## src/rtl/mtimer_wb.sv

```systemverilog
// Machine timer with a Wishbone classic slave port.
// Holds the 64-bit mtime counter and the 64-bit mtimecmp compare value.
// time_int is high while mtime >= mtimecmp. Writing either mtimecmp half
// produces a one-cycle clear_mip pulse, so the downstream CSR block can drop
// its pending bit.
module mtimer_wb #(
  parameter logic [31:0] BASE_MTIME    = 32'h0200_BFF8,
  parameter logic [31:0] BASE_MTIMECMP = 32'h0200_4000,
  parameter int unsigned TICK_DIV      = 1
) (
  input  logic        clk,
  input  logic        rst,
  input  logic        wb_cyc_i,
  input  logic        wb_stb_i,
  input  logic        wb_we_i,
  input  logic [31:0] wb_adr_i,
  input  logic [31:0] wb_dat_i,
  input  logic [3:0]  wb_sel_i,
  output logic [31:0] wb_dat_o,
  output logic        wb_ack_o,
  output logic        time_int,
  output logic        clear_mip
);

  typedef enum logic {IDLE, ACK} state_t;

  // Word addresses of the four mapped registers. The high halves sit at +4.
  localparam logic [31:0] MTIME_HI_ADDR    = BASE_MTIME + 32'd4;
  localparam logic [31:0] MTIMECMP_HI_ADDR = BASE_MTIMECMP + 32'd4;
  localparam logic [29:0] MTIME_LO_WORD    = BASE_MTIME[31:2];
  localparam logic [29:0] MTIME_HI_WORD    = MTIME_HI_ADDR[31:2];
  localparam logic [29:0] MTIMECMP_LO_WORD = BASE_MTIMECMP[31:2];
  localparam logic [29:0] MTIMECMP_HI_WORD = MTIMECMP_HI_ADDR[31:2];

  // Last prescaler count before an mtime increment.
  localparam logic [15:0] PRE_MAX = 16'(TICK_DIV - 1);

  state_t      state_reg;
  logic [63:0] mtime_reg;
  logic [63:0] mtime_next;
  logic [63:0] mtimecmp_reg;
  logic [15:0] prescaler_reg;
  logic [15:0] prescaler_next;
  logic        tick;

  logic [29:0] word_addr;
  logic        hit_mtime_lo;
  logic        hit_mtime_hi;
  logic        hit_cmp_lo;
  logic        hit_cmp_hi;
  logic        req;
  logic        wr;
  logic [31:0] lane_mask;
  logic [31:0] rd_data;

  // A strobe is only taken in IDLE, so the ACK cycle ignores the bus.
  assign req = wb_cyc_i & wb_stb_i & (state_reg == IDLE);
  assign wr  = req & wb_we_i;

  assign word_addr    = wb_adr_i[31:2];
  assign hit_mtime_lo = (word_addr == MTIME_LO_WORD);
  assign hit_mtime_hi = (word_addr == MTIME_HI_WORD);
  assign hit_cmp_lo   = (word_addr == MTIMECMP_LO_WORD);
  assign hit_cmp_hi   = (word_addr == MTIMECMP_HI_WORD);

  // Expand each byte-lane select into an 8-bit mask for read-modify-write.
  generate
    for (genvar gi = 0; gi < 4; gi++) begin : g_lane
      assign lane_mask[8*gi +: 8] = {8{wb_sel_i[gi]}};
    end
  endgenerate

  // Merge the write data into an old word on the selected byte lanes only.
  function automatic logic [31:0] merge_word(input logic [31:0] old_word,
                                             input logic [31:0] new_word,
                                             input logic [31:0] mask);
    merge_word = (old_word & ~mask) | (new_word & mask);
  endfunction

  assign tick = (prescaler_reg == PRE_MAX);

  // Pre-write value of the addressed word; unmapped addresses read as zero.
  always_comb begin
    rd_data = 32'd0;
    if (hit_mtime_lo)      rd_data = mtime_reg[31:0];
    else if (hit_mtime_hi) rd_data = mtime_reg[63:32];
    else if (hit_cmp_lo)   rd_data = mtimecmp_reg[31:0];
    else if (hit_cmp_hi)   rd_data = mtimecmp_reg[63:32];
  end

  // Next mtime: a bus write to either half replaces this cycle's increment.
  always_comb begin
    prescaler_next = tick ? 16'd0 : prescaler_reg + 16'd1;
    mtime_next     = tick ? mtime_reg + 64'd1 : mtime_reg;
    if (wr && hit_mtime_lo) begin
      mtime_next = {mtime_reg[63:32], merge_word(mtime_reg[31:0], wb_dat_i, lane_mask)};
    end else if (wr && hit_mtime_hi) begin
      mtime_next = {merge_word(mtime_reg[63:32], wb_dat_i, lane_mask), mtime_reg[31:0]};
    end
  end

  // Free-running prescaler and mtime counter.
  always_ff @(posedge clk) begin
    if (rst) begin
      prescaler_reg <= 16'd0;
      mtime_reg     <= 64'd0;
    end else begin
      prescaler_reg <= prescaler_next;
      mtime_reg     <= mtime_next;
    end
  end

  // Bus FSM: accept in IDLE, acknowledge for one cycle, then return to IDLE.
  always_ff @(posedge clk) begin
    if (rst) begin
      state_reg    <= IDLE;
      wb_ack_o     <= 1'b0;
      wb_dat_o     <= 32'd0;
      clear_mip    <= 1'b0;
      mtimecmp_reg <= '1;
    end else begin
      clear_mip <= 1'b0;
      case (state_reg)
        IDLE: begin
          wb_ack_o <= 1'b0;
          if (req) begin
            wb_dat_o  <= rd_data;
            wb_ack_o  <= 1'b1;
            state_reg <= ACK;
            if (wb_we_i && hit_cmp_lo) begin
              mtimecmp_reg[31:0] <= merge_word(mtimecmp_reg[31:0], wb_dat_i, lane_mask);
              clear_mip          <= (wb_sel_i != 4'd0);
            end else if (wb_we_i && hit_cmp_hi) begin
              mtimecmp_reg[63:32] <= merge_word(mtimecmp_reg[63:32], wb_dat_i, lane_mask);
              clear_mip           <= (wb_sel_i != 4'd0);
            end
          end
        end
        ACK: begin
          wb_ack_o  <= 1'b0;
          state_reg <= IDLE;
        end
        default: begin
          wb_ack_o  <= 1'b0;
          state_reg <= IDLE;
        end
      endcase
    end
  end

  assign time_int = (mtime_reg >= mtimecmp_reg);

endmodule

```

## config.mk

```make
export PLATFORM = sky130hd
export DESIGN_NAME = mtimer_wb
export DESIGN_NICKNAME = d
export VERILOG_FILES = /design/src/rtl/mtimer_wb.sv
export SDC_FILE = /design/constraint.sdc
export NUM_CORES = 1
export LEC_CHECK = 0
export ABC_AREA = 1
export ABC_CLOCK_PERIOD_IN_PS = 2100
export CORE_AREA = 2 2 150 152
export CTS_BUF_LIST = sky130_fd_sc_hd__clkbuf_16
export DETAILED_ROUTE_END_ITERATION = 10
export DIE_AREA = 0 0 152 154
export GPL_TIMING_DRIVEN = 0
export PLACE_DENSITY = 0.83
export SKIP_LAST_GASP = 1
export SLEW_MARGIN = 30
export SYNTH_ARGS = -nofsm -noshare
export SYNTH_HDL_FRONTEND = slang
export SYNTH_SLANG_ARGS = --single-unit
export TNS_END_PERCENT = 100
```

## constraint.sdc

```tcl
create_clock -name clk -period 2.1 [get_ports clk]
set_input_delay 0.42 -clock clk [delete_from_list [all_inputs] [get_ports clk]]
set_output_delay 0.42 -clock clk [all_outputs]
set_load 0.02 [all_outputs]
```

==> impl_metrics.json, run 1 <==
{
  "status": "finished with violations",
  "violations": "setup timing",
  "final_util_pct": 75.8,
  "synthMuxAreaShare_pct": 0,
  "via_count": 15700,
  "power.static_leakage_nw": 7.28,
  "rsz0062_at_grt": "true",
  "synth_compound_area_share_pct": 12.3,
  "fin_hold_ws_ps": 455,
  "drive_above_1_share_pct": 16.6,
  "critPathCaptureType": "output port",
  "synth_top_area_share_pct": 27.8,
  "die_w_um": 152,
  "yosysUniqueCellTypes": 46,
  "required_ps": 1680,
  "drtAntennaViolNets": 0,
  "drt-initial-drc-count": 2080,
  "drv_cap": 0,
  "grt_pass1_wl_mm": 78.5,
  "die_area_sq_um": 23400,
  "synth_edf_count": 0,
  "syn_to_final_growth_pct": 28.1,
  "fill_cells": 1609,
  "synth_common_cells": "nand2_1, nor2_1, inv_1",
  "clock_latency_ps": 450,
  "die-height_um": 154,
  "p_int_mw": 5.25,
  "viasPerCell": 6.11,
  "hpwl_mm": 38.3,
  "synth_top_family_by_area": "simple AND/OR/NAND/NOR gates",
  "reg2reg_slack_ps": -60,
  "antenna_found_initial": 1,
  "period_needed_ps": 2740,
  "hold_path_class": "reg -> reg",
  "synth.most_common_cell": "nand2_1",
  "worst_pin_slew_ps": 815,
  "min_period_over_period_pct": 131,
  "switching_share_pct": 28.0,
  "setup_ws_ps": -641,
  "yosys.area_share.adder_pct": 6.53,
  "worstRegToRegCells": 11,
  "synth-simple-area-share_pct": 41.5,
  "worstHoldStart": "prescaler_reg[0]",
  "yosysSeqAreaShare_pct": 27.8,
  "p_seq_share_pct": 46.3,
  "ir_drop_mv": 0.462,
  "drt-wirelength-per-cell_um": 21.3,
  "yosys_register_bits": 178,
  "hold_path_end": "prescaler_reg[0]",
  "combPwrFrac_pct": 6.9,
  "cts_made_buffers": 17,
  "track_usage_pct": 43.1,
  "grt_pass1_vias": 14500,
  "drv_slew": 0,
  "gr-total-overflow": 0,
  "syn_avg_cell_area_sq_um": 6.15,
  "drt-total-wl_mm": 54.6,
  "postSynth.asyncResetShare_pct": 0,
  "root_buffer": "clkbuf_16",
  "syn-cell-area_sq_um": 12800,
  "power-per-cell-area_nw_per_um2": 443,
  "place.gp.congestion": 1.06,
  "setup_tns_ps": -1360,
  "grt_max_degree": 19,
  "path_class": "reg -> out",
  "initial_core_util_pct": 59.1,
  "clock-sinks": 178,
  "cts_tree": "yes",
  "synthFlopType": "dfxtp_1",
  "io_pins": 108,
  "clk_pin_slew_ps": 80,
  "startpoint_type": "register",
  "yosysWarnings": 0,
  "syn-num-nets": 2227,
  "dr.pass1.iters": 7,
  "path_max_fanout": 2,
  "p_total_mw": 7.28,
  "nets": 2412,
  "setup_viol": 32,
  "synth_top_cell_by_area": "dfxtp_1",
  "fmaxAchievable_ghz": 0.365,
  "drt_drc_violations_left": 0,
  "io_buffers": 103,
  "clockBufferDepth": 2,
  "synth_area_leaders": "dfxtp_1, nand2_1, nor2_1",
  "slew_headroom_pct": 45.7,
  "fin_worst_skew_ps": 14.8,
  "switching_power_mw": 2.04,
  "whs_path_depth": 1,
  "ctsHoldBuffers": 0,
  "core_area_sq_um": 21700,
  "synth_xor_area_share_pct": 2.05,
  "p_clk_share_pct": 46.8,
  "crit_arrival_ps": 2320,
  "synthCells": 2087,
  "num_rows": 54,
  "finalHoldViolCount": 0,
  "htree_num_levels": 4
}
-- power by group through the flow --
stage / registers [mW] / logic [mW] / clock network [mW]
after floorplan: 3.46 / 0.189 / 0
after global placement: 3.47 / 0.443 / 0
after detailed placement: 3.47 / 0.449 / 0
after CTS: 3.37 / 0.455 / 3.35
after global routing: 3.37 / 0.525 / 3.48
final: 3.37 / 0.502 / 3.41
-- what timing repair did --
action,CTS,global route
gates cloned,1,2
resized for setup,132,169
endpoints found under the setup margin,155,161
pin swaps,29,54
buffers inserted,24,39
-- kinds of logic after synthesis --
family	after synthesis
AO/OA/AOI/OAI	273
XOR/XNOR	30
adder cells (fa/ha/maj)	67
buffers and inverters	306
flip-flops	178
AND/OR/NAND/NOR	1233
-- per-stage QoR --
step	setup slack (ps)	instances	cell area, sq um
after floorplan	72.0	2087	12800
after global placement	-1040	2470	14200
after detailed placement	-1140	2470	14200
after CTS	-539	2527	15400
after global routing	-680	2565	16400
final	-641	2567	16400
-- layout by cell type (no fill, tap or decap), drive strengths merged, types with 24 or more instances in the layout --
cell type | Yosys | routed
inv | 232 | 240
nand2 | 653 | 653
nor3 | 24 | 24
o21ai | 40 | 40
clkdlybuf4s50 | 0 | 99
clkbuf | 31 | 52
xor2 | 27 | 27
buf | 42 | 102
nand4 | 34 | 34
dfxtp | 178 | 178
ha | 67 | 67
o211ai | 63 | 63
nor2 | 346 | 346
a21oi | 147 | 147
nand3 | 152 | 152
-- worst max path at each step --
| stage | startpoint | to | slack [ps] | depth (start not counted) |
|---|---|---|---|---|
| floorplan | register | time_int | 70 | 7 |
| detailed placement | register | time_int | -1140 | 8 |
| CTS | register | time_int | -540 | 9 |
| global route | register | time_int | -680 | 9 |
| finish | register | time_int | -640 | 9 |
| global placement | register | time_int | -1040 | 8 |
-- layer usage --
metal	up-vias	track usage, %	part of all wire [%]
met5	-	0	0
met4	0	21.3	6.5
met3	309	10.2	12
met2	1074	70.7	45
met1	7208	53.1	37
li1	7105	-	-
-- critical path: stages (launching register included) --
cell	delay, ps
dfxtp_2	350
inv_2	60
ha_4	280
nand2_2	90
nor4_4	390
nand2_2	160
nor3b_4	220
nand3_2	90
nand3_2	100
buf_6	120
-- cell type report --
cell class | instances | area, sq um | share of cell area, %
Tap cell | 280 | 350 | 2.13
Sequential cell | 178 | 3670 | 22.3
Clock buffer | 17 | 425 | 2.59
Clock inverter | 15 | 168 | 1.02
Multi-Input combinational cell | 1603 | 8800 | 53.6
Buffer | 70 | 484 | 2.95
Antenna cell | 2 | 5.00 | 0.0305
Timing Repair Buffer | 169 | 1650 | 10.0
Inverter | 233 | 880 | 5.35
(Power assumes the default switching activity.)
==> run 2: changes to the inputs <==
--- a/config.mk
+++ b/config.mk
@@ -11,8 +11,9 @@
 export CTS_BUF_LIST = sky130_fd_sc_hd__clkbuf_16
 export DETAILED_ROUTE_END_ITERATION = 10
 export DIE_AREA = 0 0 152 154
+export DONT_BUFFER_PORTS = 1
 export GPL_TIMING_DRIVEN = 0
-export PLACE_DENSITY = 0.83
+export PLACE_DENSITY = 0.77
 export SKIP_LAST_GASP = 1
 export SLEW_MARGIN = 30
 export SYNTH_ARGS = -nofsm -noshare
==> run 2 against run 1 <==
  * The flow still finishes with violations (setup timing)
  * Fmax grew 2.4%
  * Worst hold slack lost 360 ps
  * Routed wire length shrank 9.5%
  * Critical path depth unchanged
  * Core utilization down 9.0 points
  * Sequential power is essentially flat
  * Via count shrank 8.2%
  * Critical path type unchanged
==> impl_metrics.json, run 2 (synthesis results as in run 1) <==
{
  "path_cells": "inv_1, ha_4, nand2_1, inv_2, nand3_4, nor3_4, nor3b_4, nand3_2, nand3_4",
  "cp_common_cell": "nand3_4",
  "p_int_mw": 4.99,
  "rsz0062_at_grt": "true",
  "gr-total-overflow": 0,
  "drt-wirelength-per-cell_um": 20.4,
  "switching_share_pct": 27.1,
  "drive_above_1_share_pct": 13.1,
  "die_w_um": 152,
  "drt-initial-drc-count": 1679,
  "syn_to_final_growth_pct": 12.9,
  "initial_core_util_pct": 59.1,
  "min_period_over_period_pct": 128,
  "drt-total-wl_mm": 49.4,
  "cp_num_buf_inv": 2,
  "cts_made_buffers": 17,
  "final_util_pct": 66.8,
  "num_rows": 54,
  "status": "finished with violations",
  "setup_ws_ps": -578,
  "ir_drop_mv": 0.379,
  "clock-sinks": 178,
  "drv_cap": 0,
  "dpl.cell_count": 2367,
  "required_ps": 1680,
  "clockBufferDepth": 2,
  "final_common_cell": "nand2_1",
  "die-height_um": 154,
  "violations": "setup timing",
  "cp_slowest_cell": "dfxtp_2",
  "dp_slack_ps": -632,
  "core_area_sq_um": 21700,
  "diodes": 0,
  "drtAntennaViolNets": 0,
  "hold_path_class": "in -> reg",
  "fill_cells": 1974,
  "final_cell_mix": "nand2_1, nor2_1, inv_1",
  "io_buffers": 0,
  "clk_pin_slew_ps": 80,
  "p_seq_share_pct": 49.3,
  "worst_pin_slew_ps": 924,
  "path_max_fanout": 3,
  "critPathCaptureType": "output port",
  "die_area_sq_um": 23400,
  "fin_worst_skew_ps": 13.6,
  "ctsHoldBuffers": 0,
  "finalHoldViolCount": 0,
  "switching_power_mw": 1.85,
  "grt_pass1_wl_mm": 73.9,
  "clock_latency_ps": 450,
  "p_clk_share_pct": 46.3,
  "dr.pass1.iters": 6,
  "io_pins": 108,
  "layout.cells.non_filler": 2416,
  "slowest_delay_ps": 330,
  "place_area_sq_um": 13200,
  "startpoint_type": "register",
  "path_delay_family": "simple AND/OR/NAND/NOR gates",
  "hpwl_mm": 37.8,
  "path_class": "reg -> out",
  "power-per-cell-area_nw_per_um2": 472,
  "combPwrFrac_pct": 4.3,
  "slew_headroom_pct": 38.4,
  "viasPerCell": 5.96,
  "cts_tree": "yes",
  "via_count": 14400,
  "setup_viol": 1,
  "design_area_sq_um": 14500,
  "antenna_found_initial": 0,
  "place.gp.congestion": 1.07,
  "root_buffer": "clkbuf_16",
  "fmaxAchievable_ghz": 0.373,
  "drv_slew": 0,
  "grt_pass1_vias": 13400,
  "track_usage_pct": 40.7,
  "period_needed_ps": 2680,
  "drt_drc_violations_left": 0,
  "htree_num_levels": 4,
  "crit_arrival_ps": 2260,
  "grt_max_degree": 18,
  "power.static_leakage_nw": 6.55,
  "nets": 2263
}
==> run 2: changes by cell type in the layout (fill, tap and decap cells not counted), sizes merged <==
cell | before | now
clkbuf | 52 | 50
clkinvlp | 2 | 3
bufinv | 1 | 0
buf | 102 | 57
diode | 2 | 0
dlymetal6s2s | 3 | 0
inv | 240 | 241
clkdlybuf4s50 | 99 | 0
clkinv | 5 | 4
==> run 2: path summary, 6_finish.rpt <==
| check | from | end | slack (ps) | depth (start not counted) |
|---|---|---|---|---|
| hold / removal | wb_dat_i[11] | register | 100 | 2 |
| setup reg to reg | state_reg | register | 10 | 8 |
| hold reg to reg | prescaler_reg[0] | prescaler_reg[0] | 460 | 1 |
| setup / recovery | register | time_int | -580 | 9 |
==> run 2: power by group through the flow <==
stage	Sequential [mW]	Clock, mW	Combinational [mW]
floorplan	3.46	0	0.189
global placement	3.47	0	0.274
detailed placement	3.47	0	0.279
CTS	3.38	3.15	0.281
global route	3.38	3.26	0.320
finish	3.38	3.17	0.297
==> run 2: cell type report <==
type	instances	area, sq um	area share [%]
inverters	233	875	6.04
plain buffers	73	417	2.88
clock buffers	17	425	2.94
repair buffers	17	140	0.968
well taps	280	350	2.42
multi-input cells	1603	8510	58.7
flip-flops and latches	178	3640	25.2
clock inverters	15	124	0.855
==> run 2: worst register-to-register path: stages (launching register included) <==
cell	delay [ps]
dfxtp_2	360
nand3b_4	190
nor2_4	270
nand3_4	250
nand2_2	270
clkbuf_4	310
o22ai_1	150
nor2_1	120
nor2_1	50
==> run 2: metrics by stage <==
step           total power [mW]  setup TNS [ps]  hold slack (ps)
2_1_floorplan              3.65               0              417
3_3_place_gp               3.74          -30970              429
3_5_place_dp               3.75          -23130              450
4_1_cts                    6.82            -510              101
5_1_grt                    6.95            -900             95.7
6_report                   6.84            -578             96.7
==> run 2: repair_timing <==
| action | CTS | global route |
|---|---|---|
| gates resized for setup | 96 | 87 |
| endpoints found under the setup margin | 52 | 61 |
| buffers inserted | 6 | 11 |
| pin swaps | 14 | 25 |
==> run 2: layer usage <==
metal  routed length, um  vias up  GRT usage (%)  part of all wire, %
met2               22300      849           67.9                   45
met3                5290      173           7.53                   11
met1               19300     6580           51.7                   39
met5                   0        -              0                    0
met4                2470        0           17.3                  5.0
li1                    -     6801              -                    -
==> run 3: changes to the inputs <==
--- a/config.mk
+++ b/config.mk
@@ -9,6 +9,7 @@
 export ABC_CLOCK_PERIOD_IN_PS = 2100
 export CORE_AREA = 2 2 150 152
 export CTS_BUF_LIST = sky130_fd_sc_hd__clkbuf_16
+export CTS_CLUSTER_SIZE = 24
 export DETAILED_ROUTE_END_ITERATION = 10
 export DIE_AREA = 0 0 152 154
 export DONT_BUFFER_PORTS = 1
==> constraint.sdc (replaced) <==
create_clock -name clk -period 2.1 [get_ports clk]
set_input_delay 0.42 -clock clk [delete_from_list [all_inputs] [get_ports clk]]
set_output_delay 0.42 -clock clk [all_outputs]
set_load 0.005 [all_outputs]
==> run 3 against run 2 <==
  * The run still ends with setup timing left
  * Die area did not move
  * Count of clock-buffer cells in the layout did not move
  * Critical path depth rose by 4
  * Critical path type unchanged
==> impl_metrics.json, run 3 (synthesis results as in run 1) <==
{
  "status": "finished with violations",
  "violations": "setup timing",
  "rsz0062_at_grt": "true",
  "switching_share_pct": 27.1,
  "clock-sinks": 178,
  "layout.cells.non_filler": 2413,
  "slowest_delay_ps": 410,
  "path_class": "reg -> out",
  "gr-total-overflow": 0,
  "switching_power_mw": 1.86,
  "drt-wirelength-per-cell_um": 20.3,
  "power.static_leakage_nw": 6.52,
  "finalHoldViolCount": 0,
  "drt_drc_violations_left": 0,
  "fin_worst_skew_ps": 14.9,
  "hold_path_class": "in -> reg",
  "crit_arrival_ps": 2220,
  "path_cells": "inv_1, ha_1, inv_1, a21oi_1, o21ai_0, nand2_1, nand2_1, nand2_1, nand2_2, nand2_1, nand2_1, nand2_1, nand3_2",
  "fin_hold_ws_ps": 93.7,
  "initial_core_util_pct": 59.1,
  "fmaxAchievable_ghz": 0.379,
  "p_total_mw": 6.84,
  "drive_above_1_share_pct": 13.0,
  "cts_made_buffers": 17,
  "clockBufferDepth": 2,
  "p_int_mw": 4.99,
  "setup_ws_ps": -540,
  "slew_headroom_pct": 39.0,
  "clock_latency_ps": 460,
  "design_area_sq_um": 14400,
  "p_clk_share_pct": 46.4,
  "nets": 2260,
  "diodes": 0,
  "track_usage_pct": 40.6,
  "antenna_found_initial": 0,
  "cp_common_cell": "nand2_1",
  "cp_slowest_cell": "dfxtp_2",
  "clk_pin_slew_ps": 80,
  "hpwl_mm": 37.8,
  "root_buffer": "clkbuf_16",
  "final_common_cell": "nand2_1",
  "final_cell_mix": "nand2_1, nor2_1, inv_1",
  "required_ps": 1680,
  "ir_drop_mv": 0.383,
  "drv_slew": 0,
  "drt-initial-drc-count": 1626,
  "min_period_over_period_pct": 126,
  "power-per-cell-area_nw_per_um2": 475,
  "die_area_sq_um": 23400,
  "drt-total-wl_mm": 49.1,
  "setup_viol": 1,
  "viasPerCell": 5.95,
  "htree_num_levels": 4,
  "core_area_sq_um": 21700,
  "die-height_um": 154,
  "dpl.cell_count": 2367,
  "cts_tree": "yes",
  "combPwrFrac_pct": 4.3,
  "p_seq_share_pct": 49.3,
  "drtAntennaViolNets": 0,
  "critPathCaptureType": "output port",
  "syn_to_final_growth_pct": 12.4,
  "period_needed_ps": 2640,
  "grt_pass1_vias": 13300,
  "grt_max_degree": 18,
  "worst_pin_slew_ps": 915,
  "drv_cap": 0,
  "place_area_sq_um": 13200,
  "num_rows": 54,
  "io_pins": 108,
  "via_count": 14300,
  "startpoint_type": "register",
  "io_buffers": 0,
  "grt_pass1_wl_mm": 73.9,
  "path_max_fanout": 6,
  "dr.pass1.iters": 6,
  "place.gp.congestion": 1.07,
  "die_w_um": 152
}
[run 3: changes by cell type in the layout (fill, tap and decap cells not counted), sizes merged]
cell    previous run  this run
clkbuf            50        48
buf               57        56
[run 3: repair_timing]
item	in CTS	in global routing
setup buffers	6	8
setup endpoints to repair	35	53
pin swaps	14	26
hold buffers	0	0
gates resized for setup	95	81
[run 3: critical path: cells and delay by family, from the launching register on]
| kind | cells | cell delay (ps) |
|---|---|---|
| AOI/OAI and AO/OA | 2 | 320 |
| adders and majority gates | 1 | 200 |
| DFF | 1 | 410 |
| buffers and inverters | 2 | 150 |
| and+or+nand+nor | 8 | 690 |
[run 3: final timing paths]
check                           slack, ps              from  depth (start not counted)          endpoint
worst max-delay path                 -540          register                         13          time_int
worst min register to register        460  prescaler_reg[0]                          1  prescaler_reg[0]
worst min-delay path                   90      wb_dat_i[11]                          2          register
worst max register to register         20         state_reg                          8          register
[run 3: power by group through the flow]
| stage | clock [mW] | sequential (mW) | combinational [mW] |
|---|---|---|---|
| finish | 3.18 | 3.38 | 0.293 |
| global route | 3.25 | 3.38 | 0.318 |
| CTS | 3.15 | 3.38 | 0.281 |
| detailed placement | 0 | 3.47 | 0.279 |
| global placement | 0 | 3.47 | 0.274 |
| floorplan | 0 | 3.46 | 0.189 |
[run 3: cell type report]
| cell class | instances | area (sq um) |
|---|---|---|
| inverters | 233 | 875 |
| flip-flops and latches | 178 | 3640 |
| well taps | 280 | 350 |
| multi-input cells | 1603 | 8490 |
| repair buffers | 14 | 105 |
| clock buffers | 17 | 425 |
| fillers | 1978 | 7270 |
| clock inverters | 15 | 124 |
| plain buffers | 73 | 400 |
[run 3: per-layer routing]
| layer | vias to the layer above | global-route usage, % | wire [um] |
|---|---|---|---|
| met3 | 162 | 7.38 | 5090 |
| li1 | 6787 | - | - |
| met2 | 837 | 68.2 | 22300 |
| met5 | - | 0 | 0 |
| met4 | 0 | 16.6 | 2260 |
| met1 | 6563 | 51.8 | 19400 |
[run 3: metrics by stage]
step | TNS, ps | setup slack [ps] | util, %
after floorplan | 0 | 168 | -
after global placement | -28430 | -603 | 60.8
after detailed placement | -21370 | -536 | 60.8
after CTS | -456 | -456 | 65.0
after global routing | -670 | -542 | 66.5
final | -540 | -540 | 66.5
